<file path="config.mk">
export PLATFORM = sky130hd
export DESIGN_NAME = fb_axi_clear
export DESIGN_NICKNAME = d
export VERILOG_FILES = /design/src/rtl/fb_axi_clear.sv
export SDC_FILE = /design/constraint.sdc
export NUM_CORES = 1
export LEC_CHECK = 0
export ABC_CLOCK_PERIOD_IN_PS = 6400
export BUFFER_PORTS_ARGS = -buffer_cell sky130_fd_sc_hd__buf_2
export CAP_MARGIN = 10
export CORE_UTILIZATION = 62
export DETAILED_ROUTE_END_ITERATION = 6
export MAX_ROUTING_LAYER = met4
export PLACE_DENSITY_LB_ADDON = 0.12
export SYNTH_ARGS = -nofsm -noshare
export SYNTH_HDL_FRONTEND = slang
export SYNTH_SLANG_ARGS = --single-unit
</file>
<file path="constraint.sdc">
create_clock -name clk -period 6.4 [get_ports clk]
set_input_delay 0.96 -clock clk [delete_from_list [all_inputs] [get_ports clk]]
set_output_delay 0.96 -clock clk [all_outputs]
set_load 0.02 [all_outputs]
</file>
<file path="src/rtl/fb_axi_clear.sv">
// Framebuffer clear sequencer: fills h_pixels*v_pixels beats with one colour using
// single-outstanding AXI4 INCR bursts. Define FB_AXI_CLEAR_ERR_EN to abort on a bad bresp.
module fb_axi_clear #(
  parameter int AXI_ADDR_WIDTH = 21,
  parameter int AXI_DATA_WIDTH = 16,
  parameter int AXI_ID_WIDTH   = 6,
  parameter int AXI_ID         = 0,
  parameter int H_WIDTH        = 12,
  parameter int V_WIDTH        = 12,
  parameter int BURST_LEN      = 16
) (
  input  logic                          clk,
  input  logic                          rst_n,
  input  logic                          start,
  input  logic [H_WIDTH-1:0]            h_pixels,
  input  logic [V_WIDTH-1:0]            v_pixels,
  input  logic [AXI_DATA_WIDTH-1:0]     color,
  output logic                          busy,
  output logic                          done,
  output logic                          err,
  output logic                          m_axi_awvalid,
  input  logic                          m_axi_awready,
  output logic [AXI_ADDR_WIDTH-1:0]     m_axi_awaddr,
  output logic [AXI_ID_WIDTH-1:0]       m_axi_awid,
  output logic [7:0]                    m_axi_awlen,
  output logic [2:0]                    m_axi_awsize,
  output logic [1:0]                    m_axi_awburst,
  output logic                          m_axi_wvalid,
  input  logic                          m_axi_wready,
  output logic [AXI_DATA_WIDTH-1:0]     m_axi_wdata,
  output logic [AXI_DATA_WIDTH/8-1:0]   m_axi_wstrb,
  output logic                          m_axi_wlast,
  input  logic                          m_axi_bvalid,
  output logic                          m_axi_bready,
  input  logic [AXI_ID_WIDTH-1:0]       m_axi_bid,
  input  logic [1:0]                    m_axi_bresp
);

  localparam int CW = H_WIDTH + V_WIDTH;
  localparam int SZ = $clog2(AXI_DATA_WIDTH / 8);
  localparam logic [CW-1:0] BL_CW = CW'(BURST_LEN);
  localparam logic [8:0]    BL_N  = 9'(BURST_LEN);

  typedef enum logic [1:0] {S_IDLE, S_BURST, S_RESP, S_DONE} state_t;

  state_t                    state_q, state_d;
  logic [CW-1:0]             total_q, total_d;
  logic [CW-1:0]             index_q, index_d;
  logic [AXI_DATA_WIDTH-1:0] color_q, color_d;
  logic                      err_q, err_d;
  logic [8:0]                n_q, n_d;
  logic [8:0]                beat_q, beat_d;
  logic                      awvalid_q, awvalid_d;
  logic                      wvalid_q, wvalid_d;
  logic                      wlast_q, wlast_d;
  logic                      aw_done_q, aw_done_d;
  logic                      w_done_q, w_done_d;
  logic [AXI_ADDR_WIDTH-1:0] awaddr_q, awaddr_d;
  logic [7:0]                awlen_q, awlen_d;

  logic [CW-1:0]             prod, index_inc, setup_idx, setup_tot, remaining;
  logic [8:0]                setup_n;
  logic [AXI_ADDR_WIDTH-1:0] setup_addr;
  logic                      aw_hs, w_hs, b_hs, aw_fin, w_fin, last_burst, resp_err;
  logic                      start_go, load_burst;
  logic                      bid_unused;

  assign bid_unused = ^m_axi_bid;

`ifdef FB_AXI_CLEAR_ERR_EN
  assign resp_err = (m_axi_bresp != 2'b00);
`else
  logic bresp_unused;
  assign bresp_unused = ^m_axi_bresp;
  assign resp_err     = 1'b0;
`endif

  assign prod       = CW'(h_pixels) * CW'(v_pixels);
  assign index_inc  = index_q + CW'(n_q);
  assign last_burst = (index_inc == total_q);

  assign aw_hs  = awvalid_q & m_axi_awready;
  assign w_hs   = wvalid_q & m_axi_wready;
  assign b_hs   = (state_q == S_RESP) & m_axi_bvalid;
  assign aw_fin = aw_done_q | aw_hs;
  assign w_fin  = w_done_q | (w_hs & wlast_q);

  // Next burst is set up either from a fresh start (index 0) or after a B handshake.
  assign setup_idx  = (state_q == S_IDLE) ? '0 : index_inc;
  assign setup_tot  = (state_q == S_IDLE) ? prod : total_q;
  assign remaining  = setup_tot - setup_idx;
  assign setup_n    = (remaining >= BL_CW) ? BL_N : remaining[8:0];
  assign setup_addr = AXI_ADDR_WIDTH'((AXI_ADDR_WIDTH + CW)'(setup_idx) << SZ);

  assign start_go   = (state_q == S_IDLE) & start & (prod != '0);
  assign load_burst = start_go | (b_hs & ~resp_err & ~last_burst);

  always_ff @(posedge clk or negedge rst_n) begin
    if (!rst_n) begin
      state_q   <= S_IDLE;
      total_q   <= '0;
      index_q   <= '0;
      color_q   <= '0;
      err_q     <= 1'b0;
      n_q       <= '0;
      beat_q    <= '0;
      awvalid_q <= 1'b0;
      wvalid_q  <= 1'b0;
      wlast_q   <= 1'b0;
      aw_done_q <= 1'b0;
      w_done_q  <= 1'b0;
      awaddr_q  <= '0;
      awlen_q   <= '0;
    end else begin
      state_q   <= state_d;
      total_q   <= total_d;
      index_q   <= index_d;
      color_q   <= color_d;
      err_q     <= err_d;
      n_q       <= n_d;
      beat_q    <= beat_d;
      awvalid_q <= awvalid_d;
      wvalid_q  <= wvalid_d;
      wlast_q   <= wlast_d;
      aw_done_q <= aw_done_d;
      w_done_q  <= w_done_d;
      awaddr_q  <= awaddr_d;
      awlen_q   <= awlen_d;
    end
  end

  always_comb begin
    state_d = state_q;
    case (state_q)
      S_IDLE:  if (start) state_d = (prod == '0) ? S_DONE : S_BURST;
      S_BURST: if (aw_fin && w_fin) state_d = S_RESP;
      S_RESP:  if (b_hs) state_d = (resp_err || last_burst) ? S_DONE : S_BURST;
      S_DONE:  state_d = S_IDLE;
      default: state_d = S_IDLE;
    endcase
  end

  always_comb begin
    total_d   = total_q;
    index_d   = index_q;
    color_d   = color_q;
    err_d     = err_q;
    n_d       = n_q;
    beat_d    = beat_q;
    awvalid_d = awvalid_q;
    wvalid_d  = wvalid_q;
    wlast_d   = wlast_q;
    aw_done_d = aw_done_q;
    w_done_d  = w_done_q;
    awaddr_d  = awaddr_q;
    awlen_d   = awlen_q;

    if (state_q == S_IDLE && start) begin
      total_d = prod;
      index_d = '0;
      color_d = color;
      err_d   = 1'b0;
    end

    if (state_q == S_BURST) begin
      if (aw_hs) begin
        awvalid_d = 1'b0;
        aw_done_d = 1'b1;
      end
      if (w_hs) begin
        if (wlast_q) begin
          wvalid_d = 1'b0;
          w_done_d = 1'b1;
          wlast_d  = 1'b0;
        end else begin
          beat_d  = beat_q + 9'd1;
          wlast_d = ((beat_q + 9'd2) == n_q);
        end
      end
    end

    if (b_hs) begin
      index_d = index_inc;
      if (resp_err) err_d = 1'b1;
    end

    if (load_burst) begin
      awvalid_d = 1'b1;
      wvalid_d  = 1'b1;
      aw_done_d = 1'b0;
      w_done_d  = 1'b0;
      n_d       = setup_n;
      beat_d    = '0;
      wlast_d   = (setup_n == 9'd1);
      awaddr_d  = setup_addr;
      awlen_d   = 8'(setup_n - 9'd1);
    end
  end

  always_comb begin
    busy         = (state_q == S_BURST) || (state_q == S_RESP);
    done         = (state_q == S_DONE);
    m_axi_bready = (state_q == S_RESP);
  end

  assign err           = err_q;
  assign m_axi_awvalid = awvalid_q;
  assign m_axi_awaddr  = awaddr_q;
  assign m_axi_awid    = AXI_ID_WIDTH'(AXI_ID);
  assign m_axi_awlen   = awlen_q;
  assign m_axi_awsize  = 3'(SZ);
  assign m_axi_awburst = 2'b01;
  assign m_axi_wvalid  = wvalid_q;
  assign m_axi_wdata   = color_q;
  assign m_axi_wstrb   = '1;
  assign m_axi_wlast   = wlast_q;

endmodule

</file>
==> out/metrics.cfg <==
[synthesis]
synth_mux_area_frac=0.0810
synth_xor_area_frac=0.0532
synthAdderAreaFrac=0.249
synth_seq_area_share=0.219
netlist_area_sq_um=13300
synth_cells=1529
synth_area_per_cell_sq_um=8.73
yosys.cell_types.count=76
synth_flop_cell=dfrtp_1
synthArstFlopShare=1.00
synth_top_family_by_area=adder cells
synth_compound_area_frac=0.143
synth_edf_count=0
yosys.area_share.simple=0.171
synth_seq_cells=117
ys.warnings.count=0

[cts]
cts_buffers=17
cts_buffer_depth=2
clk_root_buffer_cell=clkbuf_16
cts_tree=built
insertion_delay_ps=430
cts.htree.levels=4
clk_pin_slew_worst_paths_ps=60
clock-sinks=117

[outcome]
violations=negative setup slack
status=finished with violations

[sta]
fin_crit_ps=8270
finalSetupViolations=51
worst_slack_ps=-1870
timing.hold.ws_ps=491
relSlewSlack=0.265
final_max_slew_viol_count=0
finClkSkew_ps=12.0
fin_crit_sh=1.29
tns_ps=-27160
hold_violations=0
clock.fmax_mhz=121
worstMarginPinSlew_ps=1100
rsz0062_at_grt=true

[place]
dp_worst_setup_slack_ps=-2270
dpl_cell_area_sq_um=15600
place_congestion=0.936
io_buffer_count=95
dp_hpwl_mm=29.4

[final_layout]
fillerInstances=1311
design_area_sq_um=17200
final_common_cell=buf_4
nets=2052
layout_common_cells=buf_4, nand2_1, inv_1
num_antenna_cells=0
area_growth_pct=28.9
drive_gt1_frac=0.314

[route]
post-route-drc-count=0
vias_per_cell=5.95
wl_mm=39.7
dr_total_vias=12396
ant_nets=0
drt_pass1_iterations=6
wire_per_inst_microns=19.1
drt_iter0_drc=1162

[grt]
track_usage=0.376
grt_max_degree=79
antenna_found_initial=0
grt_pass1_vias=12395
grt_pass1_wl_mm=62.8
grt_overflow=0

[die]
core_sq_um=21100
die_w_microns=149
die_h_microns=149
initial_core_util=0.633
ios=119
num_rows=53
die_area_sq_um=22100

[worst_setup_path]
critPathMaxStageDelay_ps=560
critPathSlowestCell=fa_1
crit_top_cell=fa_1
cp-start-kind=input port
crit_type=in2reg
cp_max_fo=7
crit_required_ps=6750
cp.arrival_ps=8610
end_kind=flip-flop

[worst_hold_path]
hold_path.class=reg2reg

[job]
cap_violations=0

-- path summary, 6_finish.rpt --
kind                             endpoint  cells after the start      startpoint  slack [ps]
min                        m_axi_awlen[7]                      1  m_axi_awlen[7]         490
max                           m_axi_wlast                     33    h_pixels[10]       -1870
min in group asynchronous      total_q[6]                      1           rst_n         710
max in group asynchronous  m_axi_awlen[2]                      2           rst_n        4590
min reg2reg                m_axi_awlen[7]                      1  m_axi_awlen[7]         490
max reg2reg                   m_axi_wlast                     25          n_q[0]         250
-- metal layers --
metal | routed length, microns | share of wire | global-route usage
met3 | 3490 | 0.088 | 0.0745
met5 | 0 | 0 | -
met2 | 18300 | 0.46 | 0.567
met4 | 1070 | 0.027 | 0.110
met1 | 16900 | 0.43 | 0.512
-- metrics by stage --
step | std cells | util
after floorplan | 1542 | -
after global placement | 2023 | 0.738
after detailed placement | 2023 | 0.738
after CTS | 2076 | 0.801
after global routing | 2082 | 0.816
final | 2082 | 0.816
-- final cells by class --
cell class	instances	area, sq um	share of cell area
clock inverter	13	183	0.0106
sequential	117	2930	0.170
clock buffer	19	433	0.0252
inverter	177	664	0.0386
timing repair buffer	327	2480	0.144
multi-input combinational	1154	10200	0.591
tap	275	344	0.0200
-- flip-flops by register name (all words and copies together) (netlist names) --
register	count
index_q	24
total_q	24
m_axi_awaddr	20
m_axi_wdata	16
beat_q	9
n_q	9
m_axi_awlen	8
state_q	2
aw_done_q	1
m_axi_awvalid	1
m_axi_wlast	1
m_axi_wvalid	1
w_done_q	1
-- worst max-delay path: cells and delay by family --
family | cells | cell delay (ps)
AO/OA/AOI/OAI | 8 | 1580
XOR/XNOR | 1 | 90
adder cells (fa/ha/maj) | 8 | 3130
buffers and inverters | 5 | 530
multiplexers | 2 | 420
AND/OR/NAND/NOR | 9 | 1900
-- cell families after synthesis --
group           after synthesis
simple gates                468
compound gates              286
buf+inv                     271
fa+ha+maj                   204
flops                       117
mux                         100
xor+xnor                     81
other cells                   2
-- Yosys cell counts (7+ instances only) --
cell type / number / share of area
a211oi_1: 17 / 0.0096
a21o_1: 20 / 0.011
a21oi_1: 62 / 0.023
a22o_1: 7 / 0.0046
a31oi_1: 13 / 0.0061
and2_1: 75 / 0.035
and3_1: 10 / 0.0047
buf_2: 11 / 0.0041
buf_4: 18 / 0.010
clkbuf_1: 61 / 0.017
dfrtp_1: 117 / 0.22
fa_1: 102 / 0.15
ha_1: 102 / 0.096
inv_1: 176 / 0.049
mux2_2: 58 / 0.049
mux2i_1: 36 / 0.027
nand2_1: 180 / 0.051
nand2b_1: 12 / 0.0056
nand3_1: 30 / 0.011
nand4_1: 19 / 0.0089
nor2_1: 71 / 0.020
nor2b_1: 12 / 0.0056
nor3_1: 16 / 0.0060
nor4_1: 10 / 0.0047
o21a_1: 14 / 0.0079
o21ai_0: 71 / 0.027
o31ai_1: 12 / 0.0068
or2_2: 8 / 0.0038
or3_1: 8 / 0.0038
xnor2_1: 52 / 0.034
xor2_1: 29 / 0.019
-- what timing repair did --
| item | in CTS | in global routing |
|---|---|---|
| setup buffers | 22 | 13 |
| hold endpoints to repair | 0 | 0 |
| pin swaps | 64 | 46 |
| cloned | 1 | 0 |
| setup endpoints to repair | 52 | 52 |
| gates resized for setup | 123 | 65 |
| hold buffers | 0 | 0 |
Power is left out: the tool's default activity adds up to more than one toggle a clock period on the data nets, which glitch-free logic cannot reach.
